`config.mk`:
```
export PLATFORM = sky130hd
export DESIGN_NAME = ws2812_frame_driver_flat
export DESIGN_NICKNAME = d
export VERILOG_FILES = /design/src/rtl/ws2812_frame_driver_if.sv /design/src/rtl/ws2812_frame_driver.sv /design/src/flat_wrapper.sv
export SDC_FILE = /design/constraint.sdc
export NUM_CORES = 1
export LEC_CHECK = 0
export ABC_CLOCK_PERIOD_IN_PS = 8300
export BUFFER_PORTS_ARGS = -buffer_cell sky130_fd_sc_hd__clkbuf_2
export CAP_MARGIN = 20
export CORE_ASPECT_RATIO = 0.7
export CORE_MARGIN = 2
export CORE_UTILIZATION = 60
export DETAILED_ROUTE_END_ITERATION = 7
export GPL_TIMING_DRIVEN = 0
export PLACE_DENSITY = 0.82
export SLEW_MARGIN = 20
export SYNTH_ARGS = -nofsm -noshare
export SYNTH_HDL_FRONTEND = slang
export SYNTH_SLANG_ARGS = --single-unit
export TNS_END_PERCENT = 5
```
`constraint.sdc`:
```
create_clock -name CLOCK_50 -period 8.3 [get_ports CLOCK_50]
set_input_delay 0.415 -clock CLOCK_50 [delete_from_list [all_inputs] [get_ports CLOCK_50]]
set_output_delay 0.415 -clock CLOCK_50 [all_outputs]
set_load 0.01 [all_outputs]
```
`src/rtl/ws2812_frame_driver_if.sv`:
```
// Host-side bundle for the WS2812 frame driver: start/busy/done handshake,
// per-frame settings and the read port of the external pixel RAM.
interface ws2812_frame_driver_if #(
    parameter int unsigned ADDR_W = 6
);
    logic              start;
    logic              busy;
    logic              done;
    logic [7:0]        brightness;
    logic              order;
    logic [ADDR_W-1:0] pix_addr;
    logic [31:0]       pix_data;

    modport master (
        output start,
        output brightness,
        output order,
        output pix_data,
        input  busy,
        input  done,
        input  pix_addr
    );

    modport slave (
        input  start,
        input  brightness,
        input  order,
        input  pix_data,
        output busy,
        output done,
        output pix_addr
    );
endinterface

```
`src/rtl/ws2812_frame_driver.sv`:
```
// WS2812-family strip driver: streams NLEDS pixels from a 1-cycle-latency pixel RAM onto
// one data line, with per-frame brightness/colour order and gapless next-pixel prefetch.
module ws2812_frame_driver #(
    parameter int unsigned NLEDS  = 64,
    parameter int unsigned RGBW   = 0,
    parameter int unsigned T0H    = 18,
    parameter int unsigned T0L    = 40,
    parameter int unsigned T1H    = 35,
    parameter int unsigned T1L    = 30,
    parameter int unsigned TRESET = 3000,
    parameter int unsigned ADDR_W = (NLEDS > 1) ? $clog2(NLEDS) : 1
) (
    input  logic                 CLOCK_50,
    input  logic                 reset,
    ws2812_frame_driver_if.slave bus,
    output logic                 GPIO
);
    localparam int unsigned BPP       = (RGBW != 0) ? 32 : 24;
    localparam int unsigned BIT_W     = $clog2(BPP);
    localparam int unsigned T_HI_MAX  = (T0H > T1H) ? T0H : T1H;
    localparam int unsigned T_LO_MAX  = (T0L > T1L) ? T0L : T1L;
    localparam int unsigned T_BIT_MAX = (T_HI_MAX > T_LO_MAX) ? T_HI_MAX : T_LO_MAX;
    localparam int unsigned T_MAX     = (TRESET > T_BIT_MAX) ? TRESET : T_BIT_MAX;
    localparam int unsigned TMR_W     = $clog2(T_MAX + 1);

    localparam logic [ADDR_W-1:0] LAST_PIX = ADDR_W'(NLEDS - 1);
    localparam logic [BIT_W-1:0]  LAST_BIT = BIT_W'(BPP - 1);

    typedef enum logic [2:0] {
        StIdle,
        StFetchAddr,
        StFetchData,
        StHigh,
        StLow,
        StLatch
    } state_e;

    state_e            state_q, state_d;
    logic [TMR_W-1:0]  tmr_q, tmr_d;
    logic [BIT_W-1:0]  bit_q, bit_d;
    logic [ADDR_W-1:0] pix_q, pix_d;
    logic [ADDR_W-1:0] addr_q, addr_d;
    logic [BPP-1:0]    shift_q, shift_d;
    logic [BPP-1:0]    shadow_q, shadow_d;
    logic [7:0]        bright_q, bright_d;
    logic              order_q, order_d;
    logic              gpio_q;

    logic              enter_pixel;
    logic [TMR_W-1:0]  high_end;
    logic [TMR_W-1:0]  low_end;

    // (c * (brightness + 1)) >> 8 keeps brightness 255 as identity and 0 as black.
    function automatic logic [7:0] scale(input logic [7:0] c, input logic [7:0] br);
        return 8'((16'(c) * (16'(br) + 16'd1)) >> 8);
    endfunction

    // Scales all channels and arranges them in wire order, first bit at the MSB.
    function automatic logic [BPP-1:0] pack_pixel(input logic [31:0] raw,
                                                  input logic [7:0]  br,
                                                  input logic        ord);
        logic [7:0]  w, r, g, b;
        logic [31:0] word;
        w    = scale(raw[31:24], br);
        r    = scale(raw[23:16], br);
        g    = scale(raw[15:8], br);
        b    = scale(raw[7:0], br);
        word = ord ? {r, g, b, w} : {g, r, b, w};
        return word[31 -: BPP];
    endfunction

    assign high_end = shift_q[BPP-1] ? TMR_W'(T1H - 1) : TMR_W'(T0H - 1);
    assign low_end  = shift_q[BPP-1] ? TMR_W'(T1L - 1) : TMR_W'(T0L - 1);

    always_comb begin
        state_d     = state_q;
        tmr_d       = tmr_q + TMR_W'(1);
        bit_d       = bit_q;
        pix_d       = pix_q;
        addr_d      = addr_q;
        shift_d     = shift_q;
        shadow_d    = shadow_q;
        bright_d    = bright_q;
        order_d     = order_q;
        enter_pixel = 1'b0;

        unique case (state_q)
            StIdle: begin
                tmr_d = '0;
                if (bus.start) begin
                    state_d  = StFetchAddr;
                    bright_d = bus.brightness;
                    order_d  = bus.order;
                    addr_d   = '0;
                    pix_d    = '0;
                end
            end
            StFetchAddr: begin
                state_d = StFetchData;
            end
            StFetchData: begin
                state_d     = StHigh;
                tmr_d       = '0;
                bit_d       = '0;
                shift_d     = pack_pixel(bus.pix_data, bright_q, order_q);
                enter_pixel = 1'b1;
            end
            StHigh: begin
                // Prefetched address went out on the first HIGH cycle; data lands one cycle later.
                if (bit_q == '0 && tmr_q == TMR_W'(1) && pix_q != LAST_PIX) begin
                    shadow_d = pack_pixel(bus.pix_data, bright_q, order_q);
                end
                if (tmr_q == high_end) begin
                    state_d = StLow;
                    tmr_d   = '0;
                end
            end
            StLow: begin
                if (tmr_q == low_end) begin
                    tmr_d = '0;
                    if (bit_q != LAST_BIT) begin
                        state_d = StHigh;
                        bit_d   = bit_q + BIT_W'(1);
                        shift_d = {shift_q[BPP-2:0], 1'b0};
                    end else if (pix_q != LAST_PIX) begin
                        state_d     = StHigh;
                        bit_d       = '0;
                        pix_d       = pix_q + ADDR_W'(1);
                        shift_d     = shadow_q;
                        enter_pixel = 1'b1;
                    end else begin
                        state_d = StLatch;
                    end
                end
            end
            StLatch: begin
                if (tmr_q == TMR_W'(TRESET - 1)) begin
                    state_d = StIdle;
                end
            end
            default: begin
                state_d = StIdle;
            end
        endcase

        if (enter_pixel && pix_d != LAST_PIX) begin
            addr_d = pix_d + ADDR_W'(1);
        end
    end

    always_ff @(posedge CLOCK_50) begin
        if (reset) begin
            state_q  <= StIdle;
            tmr_q    <= '0;
            bit_q    <= '0;
            pix_q    <= '0;
            addr_q   <= '0;
            shift_q  <= '0;
            shadow_q <= '0;
            bright_q <= '0;
            order_q  <= 1'b0;
            gpio_q   <= 1'b0;
        end else begin
            state_q  <= state_d;
            tmr_q    <= tmr_d;
            bit_q    <= bit_d;
            pix_q    <= pix_d;
            addr_q   <= addr_d;
            shift_q  <= shift_d;
            shadow_q <= shadow_d;
            bright_q <= bright_d;
            order_q  <= order_d;
            gpio_q   <= (state_d == StHigh);
        end
    end

    assign bus.busy     = (state_q != StIdle);
    assign bus.done     = (state_q == StLatch) && (tmr_q == TMR_W'(TRESET - 1));
    assign bus.pix_addr = addr_q;
    assign GPIO         = gpio_q;
endmodule
```
`src/flat_wrapper.sv`:
```
// flat-port wrapper written by rule: the top's interface ports become plain ports
module ws2812_frame_driver_flat 
#(
    parameter int unsigned NLEDS  = 64,
    parameter int unsigned RGBW   = 0,
    parameter int unsigned T0H    = 18,
    parameter int unsigned T0L    = 40,
    parameter int unsigned T1H    = 35,
    parameter int unsigned T1L    = 30,
    parameter int unsigned TRESET = 3000,
    parameter int unsigned ADDR_W = (NLEDS > 1) ? $clog2(NLEDS) : 1
)
  (CLOCK_50, reset, GPIO, bus_start, bus_brightness, bus_order, bus_pix_data, bus_busy, bus_done, bus_pix_addr);
  ws2812_frame_driver_if #(.ADDR_W(ADDR_W)) bus_i ();
  input  logic CLOCK_50;
  input  logic reset;
  output logic GPIO;
  input wire logic [$bits(bus_i.start)-1:0] bus_start;
  input wire logic [$bits(bus_i.brightness)-1:0] bus_brightness;
  input wire logic [$bits(bus_i.order)-1:0] bus_order;
  input wire logic [$bits(bus_i.pix_data)-1:0] bus_pix_data;
  output wire logic [$bits(bus_i.busy)-1:0] bus_busy;
  output wire logic [$bits(bus_i.done)-1:0] bus_done;
  output wire logic [$bits(bus_i.pix_addr)-1:0] bus_pix_addr;
  assign bus_i.start = bus_start;
  assign bus_i.brightness = bus_brightness;
  assign bus_i.order = bus_order;
  assign bus_i.pix_data = bus_pix_data;
  assign bus_busy = bus_i.busy;
  assign bus_done = bus_i.done;
  assign bus_pix_addr = bus_i.pix_addr;
  ws2812_frame_driver #(.NLEDS(NLEDS), .RGBW(RGBW), .T0H(T0H), .T0L(T0L), .T1H(T1H), .T1L(T1L), .TRESET(TRESET), .ADDR_W(ADDR_W)) u_core (.CLOCK_50(CLOCK_50), .reset(reset), .bus(bus_i), .GPIO(GPIO));
endmodule
```
==> qor.csv <==
stage;metric;value;unit
run_status;status;complete, no violations;
route;TritonRoute pass-1 iters;6;
finish;nets;1633;
clock_tree;Post-CTS Resized;0;
yosys;Cell variety after synth;73;
critical_path;worst reg-to-reg setup slack;1690;ps
placed_design;Final GP Congestion;0.989;
timing;Final Cycle Share;79.6;%
power_and_ir_drop;Sw Ratio;39.7;%
clock_tree;CTS Sinks;90;
route;via count;9611;
power_and_ir_drop;Peak VDD IR;0.0992;mV
clock_tree;clock buffer depth;2;
clock_tree;hold_buf cts;0;
grt;largest net degree at the start of global routing;19;
floorplanning;# IOs;53;
grt;total grt overflow;0;
placed_design;I/O Buffers;44;
timing;final hold vios;0;
min_path;worst hold path depth;3;
route;Total Wirelength;28500;um
critical_path;Critical Path RT;8520;ps
route;DR WL/cell;17.7;um
yosys;syn_nets;1578;
power_and_ir_drop;sequential power share;30.0;%
grt;vias in the first global route;9300;
power_and_ir_drop;Comb power frac;40.9;%
clock_tree;postcts setup bufs;0;
critical_path;Setup crit start kind;flip-flop;
min_path;worst hold-check path type;input pin to flip-flop;
timing;fin. max-slew vios;0;
yosys;sequential share of the synthesized area;16.4;%
grt;initial antenna violation count;0;
critical_path;Max Fanout on Critical Path;10;
route;vias per cell;5.98;
clock_tree;CTS tree;done;
floorplanning;Core Box Area;18000;um2
finish;layout cells sized above 1;6.13;%
floorplanning;Die Wd;166;um
floorplanning;Std-Cell Rows;41;
critical_path;worst-path cell chain;ha_1 -> nand3_1 -> xnor2_1 -> clkbuf_1 -> and2_1 -> fa_1 -> fa_1 -> fa_1 -> inv_1 -> fa_1 -> inv_1 -> ha_1 -> and3_1 -> a221oi_2 -> o21ai_0 -> o41ai_2 -> xnor2_1 -> a221oi_1 -> nor2_1;
clock_tree;H-tree depth;3;
finish;Final Util;65.8;%
timing;worst slew pin tran;1110;ps
finish;diode count;0;
yosys;synthesis warning total;0;
power_and_ir_drop;pwr/cell area;130;nW/um2
route;Antenna Nets Post-Route;0;
floorplanning;Chip Height;117;um
job;# Max-Cap Violations;0;
grt;Tot GR Track Use;30.3;%
yosys;Cells after Synth;1311;
critical_path;WS Path Type;flip-flop to flip-flop;
yosys;syn_area_per_cell;8.37;um2
critical_path;delay of the slowest critical-path stage;560;ps
timing;final number of setup-violating endpoints;0;
critical_path;Setup crit end kind;flip-flop;
timing;RSZ-0062 raised after global routing;no;
yosys;synthesized area;11000;um2
power_and_ir_drop;Internal;0.924;mW
critical_path;Reg2Reg Depth;19;
critical_path;CP max-delay cell;dfxtp_1;
finish;most frequent cells in the layout;157 x nand2_1, 152 x and2_1, 145 x inv_1, 120 x fa_1, 103 x ha_1;
route;Initial DRC Count;996;
timing;setup TNS;0;ps
yosys;dominant synthesized flop cell;dfxtp_1;
finish;Area Growth Syn to Fin;7.62;%
floorplanning;initial core utilization;61.1;%
clock_tree;CTS root buf;clkbuf_16;
yosys;Synth async-reset ratio;0;%
placed_design;DP Wirelength;22400;um
power_and_ir_drop;NetSw;0.608;mW
timing;Fmax achieved;151;MHz
finish;most common cell after layout, fill and taps aside;nand2_1;
clock_tree;CTS clk-pin slew, worst paths;70;ps
timing;Slew headroom;25.8;%
floorplanning;die footprint;19400;um2
critical_path;most used cell, CP;fa_1;
yosys;synthesized flop and latch total;90;
grt;first-pass GRT wire length;47000;um
clock_tree;Skew-Pair Late Insertion Delay;360;ps
critical_path;CP Data Arrival Time;6820;ps
power_and_ir_drop;clock power share;29.1;%
yosys;number of synthesized flops with an enable pin;0;
timing;Setup Skew;12.5;ps
timing;min Tclk post-route;6610;ps
clock_tree;TritonCTS Buffers;9;
power_and_ir_drop;P_leak;5.56;nW
route;residual DRC count;0;
[cell type report]
type                       count  area [um2]
sequential                    90        1800
multi-input combinational   1018        8410
buffer                        58         221
tap                          236         295
clock buffer                   9         225
inverter                     145         544
clock inverter                 7        95.1
fill                        1487        6140
timing repair buffer          44         220
[state kept, by name, summed over array words and instances, names as in the netlist, 3 cells and up]
name / flops
u_core.shift_q: 24
u_core.bright_q: 8
u_core.shadow_q: 24
u_core.state_q: 3
u_core.bit_q: 5
u_core.bus.pix_addr: 6
u_core.pix_q: 6
u_core.tmr_q: 12
[power by group through the flow]
stage | clock network (mW) | registers, mW | logic (mW)
2_1_floorplan | 0 | 0.465 | 0.447
3_3_place_gp | 0 | 0.468 | 0.595
3_5_place_dp | 0 | 0.468 | 0.615
4_1_cts | 0.445 | 0.459 | 0.621
5_1_grt | 0.463 | 0.460 | 0.717
6_report | 0.446 | 0.460 | 0.627
[routing by layer]
metal | routed length, um | vias up | track usage, % | part of all wire (%)
li1 | - | 4456 | - | -
met1 | 12600 | 4602 | 43.4 | 44
met2 | 12200 | 488 | 47.0 | 43
met3 | 3120 | 65 | 7.20 | 11
met4 | 593 | 0 | 7.48 | 2.1
met5 | 0 | - | 0 | 0
[synthesized netlist by cell type, types with 17 or more instances]
library cell,count,area (um2)
nor3_1,27,135
xor2_1,21,184
nor2b_1,17,106
inv_1,145,544
a21oi_1,68,340
o21ai_0,28,140
dfxtp_1,90,1800
fa_1,120,2400
ha_1,103,1290
and2_1,152,951
nor2_1,78,293
nand3_1,34,170
nand2_1,157,589
clkbuf_1,54,203
xnor2_1,32,280
[critical path: cells and delay by family (launching register included)]
family                   cells  cell delay (ps)
adder cells (fa/ha/maj)      6             2560
AO/OA/AOI/OAI                4             1510
buffers and inverters        3              630
AND/OR/NAND/NOR              4              610
XOR/XNOR                     2              610
flip-flops                   1              560
[logic make-up after synthesis]
| family | Yosys count | share of synthesized area, % |
|---|---|---|
| AO/OA/AOI/OAI | 188 | 11.6 |
| XOR/XNOR | 53 | 4.23 |
| adder cells (fa/ha/maj) | 223 | 33.6 |
| buffers and inverters | 203 | 6.98 |
| flip-flops | 90 | 16.4 |
| multiplexers | 19 | 1.79 |
| AND/OR/NAND/NOR | 535 | 25.4 |
[per-stage QoR]
step / area (um2) / cells / hold slack, ps / power [mW] / worst slack, ps
6_report: 11800 / 1607 / 293 / 1.53 / 1690
5_1_grt: 11800 / 1607 / 292 / 1.64 / 1380
4_1_cts: 11800 / 1607 / 295 / 1.52 / 1790
3_5_place_dp: 11500 / 1591 / 446 / 1.08 / 1810
3_3_place_gp: 11500 / 1591 / 440 / 1.06 / 1850
2_1_floorplan: 11000 / 1311 / 432 / 0.912 / 2890
[worst paths after layout]
| path | endpoint | startpoint |
|---|---|---|
| worst min-delay path | u_core.bright_q[1] | bus_brightness[1] |
| worst max register to register | u_core.shift_q[6] | u_core.bright_q[0] |
| worst min register to register | u_core.shadow_q[9] | u_core.shadow_q[9] |
| worst max-delay path | u_core.shift_q[6] | u_core.bright_q[0] |
No activity file was read; power rests on OpenSTA's default activity.
